## src/rtl/lsu_ctrl.sv

```systemverilog
// Load/store unit: issues word-aligned memory cycles for one pipeline request at a time,
// with lane extraction on loads and read-modify-write for byte/half stores.
module lsu_ctrl #(
  parameter int unsigned WIDTH    = 32,
  parameter int unsigned MEM_SIZE = 1024
) (
  input  logic             clk,
  input  logic             reset,
  input  logic             req_valid,
  output logic             req_ready,
  input  logic             req_store,
  input  logic [2:0]       req_funct3,
  input  logic [WIDTH-1:0] req_addr,
  input  logic [WIDTH-1:0] req_wdata,
  output logic             resp_valid,
  output logic [WIDTH-1:0] resp_rdata,
  output logic             resp_err,
  output logic [WIDTH-1:0] mem_addr,
  output logic             mem_re,
  input  logic [WIDTH-1:0] mem_rdata,
  output logic             mem_wr,
  output logic [WIDTH-1:0] mem_wdata
);

  localparam logic [2:0] F3B  = 3'b000;
  localparam logic [2:0] F3H  = 3'b001;
  localparam logic [2:0] F3W  = 3'b010;
  localparam logic [2:0] F3BU = 3'b100;
  localparam logic [2:0] F3HU = 3'b101;

  localparam logic [WIDTH-3:0] MemWords = (WIDTH-2)'(MEM_SIZE);

  typedef enum logic [1:0] {StIdle, StRd, StWr, StResp} state_e;

  state_e      state;
  logic        lat_store;
  logic [2:0]  lat_funct3;
  logic [1:0]  lat_lane;
  logic [15:0] lat_wdata;

  logic accept;
  logic req_err;
  logic req_is_sw;

  assign accept    = req_valid && req_ready;
  assign req_is_sw = req_store && (req_funct3 == F3W);

  always_comb begin
    req_err = 1'b0;
    case (req_funct3)
      F3B:     req_err = 1'b0;
      F3H:     req_err = req_addr[0];
      F3W:     req_err = |req_addr[1:0];
      F3BU:    req_err = req_store;
      F3HU:    req_err = req_store | req_addr[0];
      default: req_err = 1'b1;
    endcase
    if (req_addr[WIDTH-1:2] >= MemWords) begin
      req_err = 1'b1;
    end
  end

  function automatic logic [WIDTH-1:0] load_extract(input logic [WIDTH-1:0] word,
                                                    input logic [1:0]       lane,
                                                    input logic [2:0]       funct3);
    logic [7:0]       b;
    logic [15:0]      h;
    logic [WIDTH-1:0] r;
    case (lane)
      2'd0:    b = word[7:0];
      2'd1:    b = word[15:8];
      2'd2:    b = word[23:16];
      default: b = word[31:24];
    endcase
    h = lane[1] ? word[31:16] : word[15:0];
    case (funct3)
      F3B:     r = {{24{b[7]}}, b};
      F3H:     r = {{16{h[15]}}, h};
      F3BU:    r = {24'b0, b};
      F3HU:    r = {16'b0, h};
      default: r = word;
    endcase
    return r;
  endfunction

  // Old word with the addressed byte or half replaced by the low store data.
  function automatic logic [WIDTH-1:0] store_merge(input logic [WIDTH-1:0] old,
                                                   input logic [1:0]       lane,
                                                   input logic [2:0]       funct3,
                                                   input logic [15:0]      wdata);
    logic [WIDTH-1:0] r;
    r = old;
    if (funct3 == F3H) begin
      if (lane[1]) r[31:16] = wdata;
      else         r[15:0]  = wdata;
    end else begin
      case (lane)
        2'd0:    r[7:0]   = wdata[7:0];
        2'd1:    r[15:8]  = wdata[7:0];
        2'd2:    r[23:16] = wdata[7:0];
        default: r[31:24] = wdata[7:0];
      endcase
    end
    return r;
  endfunction

  always_ff @(posedge clk or posedge reset) begin
    if (reset) begin
      state      <= StIdle;
      req_ready  <= 1'b1;
      resp_valid <= 1'b0;
      resp_err   <= 1'b0;
      resp_rdata <= '0;
      mem_re     <= 1'b0;
      mem_wr     <= 1'b0;
      mem_addr   <= '0;
      mem_wdata  <= '0;
      lat_store  <= 1'b0;
      lat_funct3 <= '0;
      lat_lane   <= '0;
      lat_wdata  <= '0;
    end else begin
      unique case (state)
        StIdle: begin
          if (accept) begin
            lat_store  <= req_store;
            lat_funct3 <= req_funct3;
            lat_lane   <= req_addr[1:0];
            lat_wdata  <= req_wdata[15:0];
            req_ready  <= 1'b0;
            if (req_err) begin
              state      <= StResp;
              resp_valid <= 1'b1;
              resp_err   <= 1'b1;
            end else if (req_is_sw) begin
              state     <= StWr;
              mem_wr    <= 1'b1;
              mem_addr  <= {req_addr[WIDTH-1:2], 2'b00};
              mem_wdata <= req_wdata;
            end else begin
              // Loads and sub-word stores both start with a read of the word.
              state    <= StRd;
              mem_re   <= 1'b1;
              mem_addr <= {req_addr[WIDTH-1:2], 2'b00};
            end
          end
        end
        StRd: begin
          mem_re <= 1'b0;
          if (lat_store) begin
            state     <= StWr;
            mem_wr    <= 1'b1;
            mem_wdata <= store_merge(mem_rdata, lat_lane, lat_funct3, lat_wdata);
          end else begin
            state      <= StResp;
            mem_addr   <= '0;
            resp_valid <= 1'b1;
            resp_rdata <= load_extract(mem_rdata, lat_lane, lat_funct3);
          end
        end
        StWr: begin
          state      <= StResp;
          mem_wr     <= 1'b0;
          mem_addr   <= '0;
          mem_wdata  <= '0;
          resp_valid <= 1'b1;
        end
        StResp: begin
          state      <= StIdle;
          resp_valid <= 1'b0;
          resp_err   <= 1'b0;
          resp_rdata <= '0;
          req_ready  <= 1'b1;
        end
        default: begin
          state      <= StIdle;
          req_ready  <= 1'b1;
          resp_valid <= 1'b0;
          resp_err   <= 1'b0;
          resp_rdata <= '0;
          mem_re     <= 1'b0;
          mem_wr     <= 1'b0;
          mem_addr   <= '0;
          mem_wdata  <= '0;
        end
      endcase
    end
  end

endmodule
```

## config.mk

```make
export PLATFORM = sky130hd
export DESIGN_NAME = lsu_ctrl
export DESIGN_NICKNAME = d
export VERILOG_FILES = /design/src/rtl/lsu_ctrl.sv
export SDC_FILE = /design/constraint.sdc
export NUM_CORES = 1
export LEC_CHECK = 0
export BUFFER_PORTS_ARGS = -buffer_cell sky130_fd_sc_hd__buf_2
export CORE_UTILIZATION = 45
export DETAILED_ROUTE_END_ITERATION = 12
export PLACE_DENSITY = 0.8
export SYNTH_ARGS = -nofsm -noshare
export SYNTH_HDL_FRONTEND = slang
export SYNTH_SLANG_ARGS = --single-unit
```

## constraint.sdc

```tcl
create_clock -name clk -period 8.5 [get_ports clk]
set_input_delay 0.85 -clock clk [delete_from_list [all_inputs] [get_ports clk]]
set_output_delay 0.85 -clock clk [all_outputs]
set_load 0.005 [all_outputs]
```

==> results of run 1 <==
worst min-delay path, cell delays in order (launching register included):
cell	delay (ns)
dfrtp_1	0.33
nand2_1	0.05
nand2_1	0.05
cell usage after synthesis, drive strengths merged:
library cell and number:
nand2b 34, nand4 1, nor4b 1, a311oi 1
or3 1, o21bai 2, o211ai 1, o2bb2ai 10
a32o 8, or3b 1, nand3 2, a22o 18
o221ai 1, clkbuf 23, and2 20, o22ai 48
nor2b 3, conb 1, a22oi 11, clkinv 1
dfstp 1, a211oi 5, a31oi 2, a21oi 19
a31o 1, ha 5, mux4 1, a21o 2
nor2 12, inv 44, nor4 8, mux2 48
a21boi 1, dfrtp 122, mux2i 26, nor3 3
o21ai 33, o31ai 1, buf 16, or2 1
nand2 31
flip-flops by register name (all words and copies together) (netlist names), 2 cells and up:
signal      cells
lat_funct3      3
lat_wdata      16
state           2
lat_lane        2
mem_wdata      32
resp_rdata     32
mem_addr       30
per-stage QoR:
| step | power [mW] | util | cells | cell area [µm²] |
|---|---|---|---|---|
| floorplan | 1.883 | - | 571 | 6120 |
| global placement | 2.230 | 0.5451 | 915 | 7218 |
| detailed placement | 2.262 | 0.5451 | 915 | 7218 |
| CTS | 3.036 | 0.5921 | 946 | 7841 |
| global route | 3.207 | 0.5921 | 946 | 7841 |
| finish | 3.027 | 0.5921 | 946 | 7841 |
metal layers:
| layer | GRT usage | up-vias | part of all wire |
|---|---|---|---|
| li1 | - | 2425 | - |
| met1 | 0.3340 | 2570 | 0.44 |
| met2 | 0.3739 | 239 | 0.44 |
| met3 | 0.08156 | 34 | 0.083 |
| met4 | 0.1005 | 2 | 0.027 |
| met5 | 0 | - | 0.0010 |
how the worst max path moves through the flow:
stage,start,endpoint,cells after the start
after floorplan,reset,lat_funct3[0],1
after global placement,req_funct3[0],mem_wdata[10],6
after detailed placement,req_funct3[2],mem_wdata[25],6
after CTS,state[0],mem_wdata[25],6
after global routing,state[1],mem_wdata[11],6
final,state[0],mem_wdata[25],6
logic make-up (layout without fill, tap and decap cells):
logic type,after synthesis,after routing
multiplexers,75,75
flip-flops,123,123
AO/OA/AOI/OAI,164,164
adder cells (fa/ha/maj),5,5
other,1,2
AND/OR/NAND/NOR,118,118
buffers and inverters,84,283
cell usage in the layout (no fill, tap or decap), types with 2 or more instances in the layout:
cell type,Yosys,final
nand2_1,31,31
a31oi_1,2,2
mux2_2,40,40
nor2_1,11,11
a32o_1,8,8
a22oi_1,11,11
inv_6,0,2
and2_1,20,20
dfrtp_1,122,122
nand3_1,2,2
mux2i_1,26,26
buf_4,6,6
nor4_1,8,8
o2bb2ai_1,10,10
clkinv_4,0,5
o21bai_1,2,2
a21o_1,2,2
a21oi_1,15,14
nor2b_1,3,3
nand2b_1,34,34
clkbuf_16,0,17
bufinv_16,0,4
a21oi_2,4,4
ha_1,5,5
nor3_1,3,3
mux2_4,8,8
conb_1,1,2
o21ai_0,32,32
a211oi_1,5,5
inv_1,44,43
o22ai_1,48,48
buf_2,8,201
a22o_1,18,18
power by group through the flow:
stage / sequential, mW / clock, mW / combinational [mW]
floorplan: 0.871 / 0 / 1.01
global placement: 0.932 / 0 / 1.30
detailed placement: 0.938 / 0 / 1.32
CTS: 0.931 / 0.770 / 1.33
global route: 0.954 / 0.798 / 1.46
finish: 0.932 / 0.759 / 1.34
final cells by class:
type                       count  share of cell area
sequential                   123              0.3927
tap                          176             0.02808
clock buffer                  18             0.05473
inverter                      45             0.02186
timing repair buffer         207              0.1340
multi-input combinational    364              0.3439
clock inverter                13             0.02473
==> run_results.csv, run 1 <==
group,metric,value,unit
power,comb_power_share,0.441,
logic_synthesis,synthesis.instances,570,
logic_synthesis,yosysWarnings,0,
power,cellInternalPower,1.873,mW
place,dp_slack,5.411,ns
cts,cts_resized,0,
power,vdd_drop_max,0.1940,mV
drt,via_per_inst,5.571,
critical_path,cp-end-kind,"flip-flop",
cts,clkTransAtPathRegs,0.06,ns
critical_path,crit_chain,"inv_1 -> ha_1 -> a21boi_1 -> nor4_1 -> a21oi_4 -> mux2_2",
finish,fin_nets,866,
critical_path,crit_type,"reg -> reg",
cts,cts_hold_buffers,0,
power,clkPwrFrac,0.251,
critical_path,r2r-start,"state[0]",
floorplan,die_area,14060,µm²
timing,fin_crit_sh,0.3330,
logic_synthesis,yosys.area.top_type_share,0.4992,
timing,fmax,0.3533,GHz
grt,grtUsageTotal,0.2498,
power,switching_share,0.3813,
finish,fill_cells,1165,
floorplan,start_util,0.4618,
logic_synthesis,avgSynthCellArea,10.73,µm²
logic_synthesis,netlist_area,6116,µm²
grt,grt_pass1_wl,26740,µm
finish,syn_to_final_growth,28.21,%
timing,maxSlewHeadroom,0.2509,
grt,antenna_found_initial,1,
logic_synthesis,ys_seq_elements,123,
logic_synthesis,synth_area_leaders,"dfrtp_1, mux2_2, o22ai_1, mux2i_1, nand2b_1",
grt,grt_pass1_vias,5120,
finish,multi_input_area,2696,µm²
critical_path,crit_slowest_cell,"a21oi_4",
grt,grt_overflow,0,
timing,slew_violations,0,
critical_path,worstPathRequired,8.80,ns
drt,via_count,5270,
logic_synthesis,yosys-mux-area-fraction,0.1395,
drt,dr.first_iter.drc_count,410,
min_path,hp-class,"reg -> reg",
critical_path,critPathTopFamily,"compound AO/OA/AOI/OAI gates",
cts,post_cts_buffers,0,
cts,clock_latency,0.42,ns
finish,num_antenna_cells,0,
logic_synthesis,synthAdderAreaFrac,0.01023,
logic_synthesis,yosysSeqAreaShare,0.5035,
cts,clockBufferDepth,2,
timing,finClkSkew,0.01119,ns
critical_path,worstSetupStartpointType,"flip-flop",
floorplan,fp.dieW,118.6,µm
cts,ctsHtreeMaxLevel,4,
power,p_sw,1.154,mW
power,power.leakage,4.085,nW
place,dpl.hpwl,12450,µm
logic_synthesis,synth.distinct_cells,48,
drt,drc,0,
timing,timing.final.crit_period,2.831,ns
power,p_seq_frac,0.308,
timing,fin_ws,5.669,ns
min_path,hold_path_end,"resp_rdata[0]",
power,cellPowerDensity,386.1,nW/µm²
timing,tightest_slew,1.121,ns
critical_path,cp_num_buf_inv,1,
critical_path,r2r_end,"mem_wdata[25]",
critical_path,worstPathArrival,3.13,ns
logic_synthesis,synth_xor_area_frac,0,
finish,drive_above_1_share,0.3857,
drt,drt_pass1_iterations,7,
logic_synthesis,synth_compound_area_frac,0.1819,
status,outcome,"completed",
drt,wl_per_cell,18.02,µm
floorplan,pin_count,204,
cts,cts_buffers,17,
grt,grt_max_degree,81,
timing,setup_tns,0,ns
critical_path,reg2reg_depth,6,
logic_synthesis,yosys.area.top_type,"dfrtp_1",
cts,cts.sinks,123,
drt,ant_nets,0,
floorplan,core_area,13240,µm²
place,gp_congestion,0.8229,
timing,setup_violations,0,
timing,fin_hold_ws,0.4626,ns
min_path,holdCritStartpoint,"resp_rdata[0]",
critical_path,crit_fanout,33,
min_path,hold_path_depth,2,
job,maxCapViolations,0,
logic_synthesis,synth_top_family_by_area,"compound AO/OA/AOI/OAI gates",
timing,grt_setup_unrepaired,"false",
drt,route.final.wire_length,17040,µm
critical_path,rrSetupSlack,5.67,ns
finish,ff_latch_area,3079,µm²
cts,root_buffer,"clkbuf_16",
floorplan,die_y,118.6,µm
logic_synthesis,synth-simple-area-share,0.1062,
place,place.port_buffers,201,
critical_path,cpPeakStageDelay,0.87,ns
timing,hold_viol_final,0,
cts,cts_tree,"done",
floorplan,std_cell_rows,42,
(Power assumes the default switching activity.)
==> run 2, diff against run 1 <==
--- a/config.mk
+++ b/config.mk
@@ -8,7 +8,7 @@
 export BUFFER_PORTS_ARGS = -buffer_cell sky130_fd_sc_hd__buf_2
 export CORE_UTILIZATION = 45
 export DETAILED_ROUTE_END_ITERATION = 12
-export PLACE_DENSITY = 0.8
+export PLACE_DENSITY = 0.83
 export SYNTH_ARGS = -nofsm -noshare
 export SYNTH_HDL_FRONTEND = slang
 export SYNTH_SLANG_ARGS = --single-unit
==> constraint.sdc (replaced) <==
create_clock -name clk -period 2.4 [get_ports clk]
set_input_delay 0.24 -clock clk [delete_from_list [all_inputs] [get_ports clk]]
set_output_delay 0.24 -clock clk [all_outputs]
set_load 0.005 [all_outputs]
==> run 2 against run 1 <==
Against the previous run: the run now ends with negative hold slack left; worst setup slack worse by 5.6 ns; register-to-register slack worse by 5.6 ns; critical endpoint is now mem_wdata[14]; power grew to 3.7 times the previous value; sequential share of layout area fell by 1.1 points; critical path type unchanged.
==> run_results.csv, run 2 (synthesis results as in run 1) <==
group,metric,value,unit
floorplan,die_area,14060,µm²
timing,fmax,0.4265,GHz
drt,via_per_inst,5.571,
floorplan,core_area,13240,µm²
finish,final_cell_mix,"buf_2, dfrtp_1, o22ai_1",
finish,ff_latch_area,3079,µm²
status,outcome,"finished, violations left",
finish,final_cells,971,
critical_path,worstPathRequired,2.69,ns
grt,grt_pass1_wl,28290,µm
critical_path,crit_fanout,17,
timing,fin_hold_ws,-0.008011,ns
critical_path,cp-end-kind,"flip-flop",
floorplan,std_cell_rows,42,
timing,slew_violations,0,
critical_path,crit_chain,"inv_1 -> ha_1 -> clkinv_1 -> nor4_2 -> a21oi_4 -> mux2_2",
floorplan,pin_count,204,
job,maxCapViolations,0,
power,cellPowerDensity,1372,nW/µm²
critical_path,cpPeakStageDelay,0.62,ns
grt,grt_overflow,0,
critical_path,r2r_end,"mem_wdata[14]",
drt,drc,0,
grt,grt_max_degree,124,
power,power.leakage,4.196,nW
critical_path,reg2reg_depth,6,
grt,antenna_found_initial,2,
critical_path,startpoint,"state[0]",
cts,clock_latency,0.41,ns
finish,fill_cells,1137,
critical_path,crit_slowest_cell,"nor4_2",
timing,finClkSkew,0.008354,ns
timing,setup_violations,0,
place,dpl.hpwl,12770,µm
cts,cts_hold_buffers,0,
cts,ctsHtreeMaxLevel,4,
timing,hold_viol_final,4,
cts,root_buffer,"clkbuf_16",
place,gp_congestion,0.8746,
drt,dr.first_iter.drc_count,366,
cts,clockBufferDepth,2,
timing,maxSlewHeadroom,0.4818,
min_path,hp-class,"in -> async",
place,dp.cells,935,
critical_path,r2r-start,"state[0]",
cts,cts.sinks,123,
critical_path,worstSetupStartpointType,"flip-flop",
finish,top_regs,"mem_wdata x32, resp_rdata x32, mem_addr x30",
finish,layout_commonest_cell,"buf_2",
place,place.port_buffers,201,
floorplan,die_y,118.6,µm
critical_path,rrSetupSlack,0.06,ns
finish,post-route-util,0.6089,
timing,grt_setup_unrepaired,"true",
cts,clkTransAtPathRegs,0.05,ns
critical_path,crit_type,"reg -> reg",
timing,fin_crit_sh,0.9770,
floorplan,start_util,0.4618,
floorplan,fp.dieW,118.6,µm
drt,via_count,5409,
grt,grt_pass1_vias,5412,
drt,ant_nets,0,
drt,route.final.wire_length,17630,µm
finish,multi_input_area,2719,µm²
critical_path,worstPathArrival,2.63,ns
timing,timing.final.crit_period,2.345,ns
power,vdd_drop_max,0.8380,mV
drt,drt_pass1_iterations,5,
drt,wl_per_cell,18.16,µm
finish,drive_above_1_share,0.4061,
cts,cts_buffers,17,
timing,tightest_slew,0.7722,ns
status,violations,"negative hold slack",
grt,grtUsageTotal,0.2620,
finish,syn_to_final_growth,31.85,%
power,power,11.06,mW
cts,cts_tree,"done",
finish,fin_nets,888,
critical_path,crit_end,"mem_wdata[14]",
-- run 2: changes by cell type in the layout (fill, tap and decap cells not counted), sizes merged --
cell      previous run  this run
clkinvlp             1         5
inv                 46        44
diode                0         2
a21oi               19        20
buf                207       228
clkinv               7         6
-- run 2: per-layer routing --
layer / vias up / wire, µm / global-route usage
met1: 2614 / 7101 / 0.3224
met5: - / 10 / 0
met3: 41 / 1561 / 0.08301
met4: 2 / 743 / 0.1377
li1: 2474 / - / -
met2: 278 / 8216 / 0.4108
-- run 2: how the worst min path moves through the flow --
| stage | slack (ns) | to |
|---|---|---|
| finish | -0.008 | mem_addr[10] |
| global route | 0.03 | req_ready |
| CTS | 0.02 | req_ready |
| detailed placement | 0.45 | req_ready |
| global placement | 0.46 | lat_wdata[15] |
| floorplan | 0.31 | req_ready |
-- run 2: final cells by class --
type | instances | area share
clock inverters | 14 | 0.02420
flip-flops and latches | 123 | 0.3818
diodes | 2 | 0.0006206
well taps | 176 | 0.02731
multi-input cells | 365 | 0.3372
clock buffers | 18 | 0.05446
inverters | 45 | 0.02141
repair buffers | 228 | 0.1530
-- run 2: through the flow --
step | setup WS (ns) | cell area [µm²] | setup TNS (ns)
2_1_floorplan | 0.3250 | 6123 | 0
3_3_place_gp | -0.03654 | 7395 | -1.077
3_5_place_dp | -0.1766 | 7395 | -5.178
4_1_cts | 0.07168 | 8051 | 0
5_1_grt | -0.06892 | 8059 | -1.722
6_report | 0.05509 | 8064 | 0
-- run 2: report_power, final --
group	switching [mW]	internal, mW
sequential	0.386	2.72
clock	0.958	1.77
combinational	2.86	2.37
-- run 2: critical path: cells and delay by family (launching register included) --
family                   cells  cell delay (ns)
AO/OA/AOI/OAI                1             0.33
flip-flops                   1             0.41
buffers and inverters        2             0.25
adder cells (fa/ha/maj)      1             0.25
multiplexers                 1             0.36
AND/OR/NAND/NOR              1             0.62
-- run 2: what timing repair did --
action,in CTS,in global routing
hold endpoints to repair,0,0
setup endpoints to repair,33,42
gates cloned,1,0
resized for setup,2,0
setup buffers,0,1
pin swaps,1,0
==> run 3, diff against run 2 <==
--- a/config.mk
+++ b/config.mk
@@ -9,6 +9,7 @@
 export CORE_UTILIZATION = 45
 export DETAILED_ROUTE_END_ITERATION = 12
 export PLACE_DENSITY = 0.83
+export RECOVER_POWER = 100
 export SYNTH_ARGS = -nofsm -noshare
 export SYNTH_HDL_FRONTEND = slang
 export SYNTH_SLANG_ARGS = --single-unit
==> run 3 against run 2 <==
Against the previous run: the flow finishes with violations (max-capacitance violations, max-slew violations); first-iteration DRC count down 2.5%; clock-buffer cell count did not move; final area decreased by 0.96%; critical path depth is the same; register-to-register slack about the same; die area unchanged; global-route usage is the same; sequential share of layout area up 0.37 points; via count up 0.57%; highest routed layer unchanged.
==> run_results.csv, run 3 (synthesis results as in run 1) <==
group,metric,value,unit
status,outcome,"finished, violations left",
status,violations,"max-capacitance violations, max-slew violations",
critical_path,crit_fanout,17,
timing,setup_tns,0,ns
place,dpl.hpwl,12770,µm
power,power.leakage,4.022,nW
drt,wl_per_cell,18.14,µm
cts,clkTransAtPathRegs,0.06,ns
grt,grt_pass1_vias,5412,
floorplan,start_util,0.4618,
finish,final_cell_mix,"buf_2, dfrtp_1, o22ai_1",
floorplan,die_area,14060,µm²
critical_path,r2r_end,"mem_wdata[14]",
min_path,holdCritStartpoint,"req_valid",
power,cellPowerDensity,1376,nW/µm²
cts,cts_tree,"done",
cts,cts.sinks,123,
finish,syn_to_final_growth,30.59,%
critical_path,worstPathArrival,2.63,ns
timing,timing.final.crit_period,2.341,ns
cts,ctsHtreeMaxLevel,4,
place,dp_slack,-0.1766,ns
place,place.port_buffers,201,
floorplan,fp.dieW,118.6,µm
grt,grt_overflow,0,
cts,cts_buffers,17,
finish,post-route-util,0.6031,
timing,maxSlewHeadroom,-0.1211,
drt,drc,0,
grt,antenna_found_initial,2,
drt,dr.first_iter.drc_count,357,
critical_path,reg2reg_depth,6,
timing,finClkSkew,0.007357,ns
floorplan,std_cell_rows,42,
finish,top_regs,"mem_wdata x32, resp_rdata x32, mem_addr x30",
timing,setup_violations,0,
timing,tightest_slew,1.682,ns
grt,grtUsageTotal,0.2620,
floorplan,core_area,13240,µm²
grt,grt_pass1_wl,28290,µm
drt,via_count,5440,
floorplan,pin_count,204,
timing,slew_violations,124,
min_path,hold_path_depth,2,
critical_path,rrSetupSlack,0.06,ns
job,maxCapViolations,1,
cts,cts_hold_buffers,0,
min_path,hold_path_end,"req_ready",
finish,fin_nets,888,
place,placed_cell_area,7395,µm²
critical_path,cp-end-kind,"flip-flop",
timing,hold_viol_final,0,
min_path,hp-class,"in -> reg",
power,vdd_drop_max,0.8424,mV
critical_path,crit_type,"reg -> reg",
critical_path,r2r-start,"state[0]",
drt,ant_nets,0,
timing,fin_crit_sh,0.9756,
grt,grt_max_degree,124,
floorplan,die_y,118.6,µm
finish,final_cell_area,7986,µm²
drt,via_per_inst,5.602,
drt,route.final.wire_length,17610,µm
finish,layout_commonest_cell,"buf_2",
cts,clockBufferDepth,2,
cts,clock_latency,0.41,ns
critical_path,startpoint,"state[0]",
critical_path,worstSetupStartpointType,"flip-flop",
finish,drive_above_1_share,0.3531,
timing,fin_ws,0.05864,ns
critical_path,worstPathRequired,2.69,ns
place,gp_congestion,0.8746,
cts,root_buffer,"clkbuf_16",
drt,drt_pass1_iterations,5,
timing,fmax,0.4271,GHz
timing,grt_setup_unrepaired,"true",
## run 3: what timing repair did
item	in CTS	in global routing
buffers inserted	0	1
gates resized for setup	2	0
pin swaps	1	0
gates cloned	1	0
endpoints found under the setup margin	33	42
## run 3: area by class of cell
class / count / area (µm²)
Sequential cell: 123 / 3079
Tap cell: 176 / 220.2
Multi-Input combinational cell: 365 / 2715
Fill cell: 1153 / 5256
Inverter: 45 / 172.7
Timing Repair Buffer: 228 / 1160
Clock buffer: 18 / 439.2
Clock inverter: 14 / 195.2
Antenna cell: 2 / 5.005
## run 3: power breakdown
group	internal (mW)	leakage [nW]	total [mW]	switching [mW]
clock	1.77	0.299	2.72	0.958
sequential	2.72	1.61	3.11	0.390
combinational	2.29	2.11	5.16	2.87
total	6.78	4.02	11.0	4.22
## run 3: worst max-delay path by stage
stage / endpoint / slack [ns] / cells past startpoint
floorplan: mem_wdata[10] / 0.32 / 7
global placement: mem_wdata[30] / -0.04 / 6
detailed placement: mem_wdata[28] / -0.18 / 6
CTS: mem_wdata[28] / 0.07 / 6
global route: mem_wdata[28] / -0.07 / 6
finish: mem_wdata[14] / 0.06 / 6
## run 3: through the flow
step	hold WS, ns	instances	power, mW
floorplan	0.3130	571	6.670
global placement	0.4625	935	8.098
detailed placement	0.4487	935	8.261
CTS	0.01577	968	11.10
global route	0.02999	969	11.64
finish	0.03835	971	10.99
## run 3: critical path: stages (launching register included)
cell and delay [ns]:
dfrtp_1 0.41, inv_1 0.12, ha_1 0.25, clkinv_1 0.12, nor4_2 0.62, a21oi_4 0.33, mux2_2 0.36
## run 3: per-layer routing
metal / track usage / part of all wire
met1: 0.3224 / 0.41
met2: 0.4108 / 0.47
met3: 0.08301 / 0.085
met4: 0.1377 / 0.042
met5: 0 / 0.00057
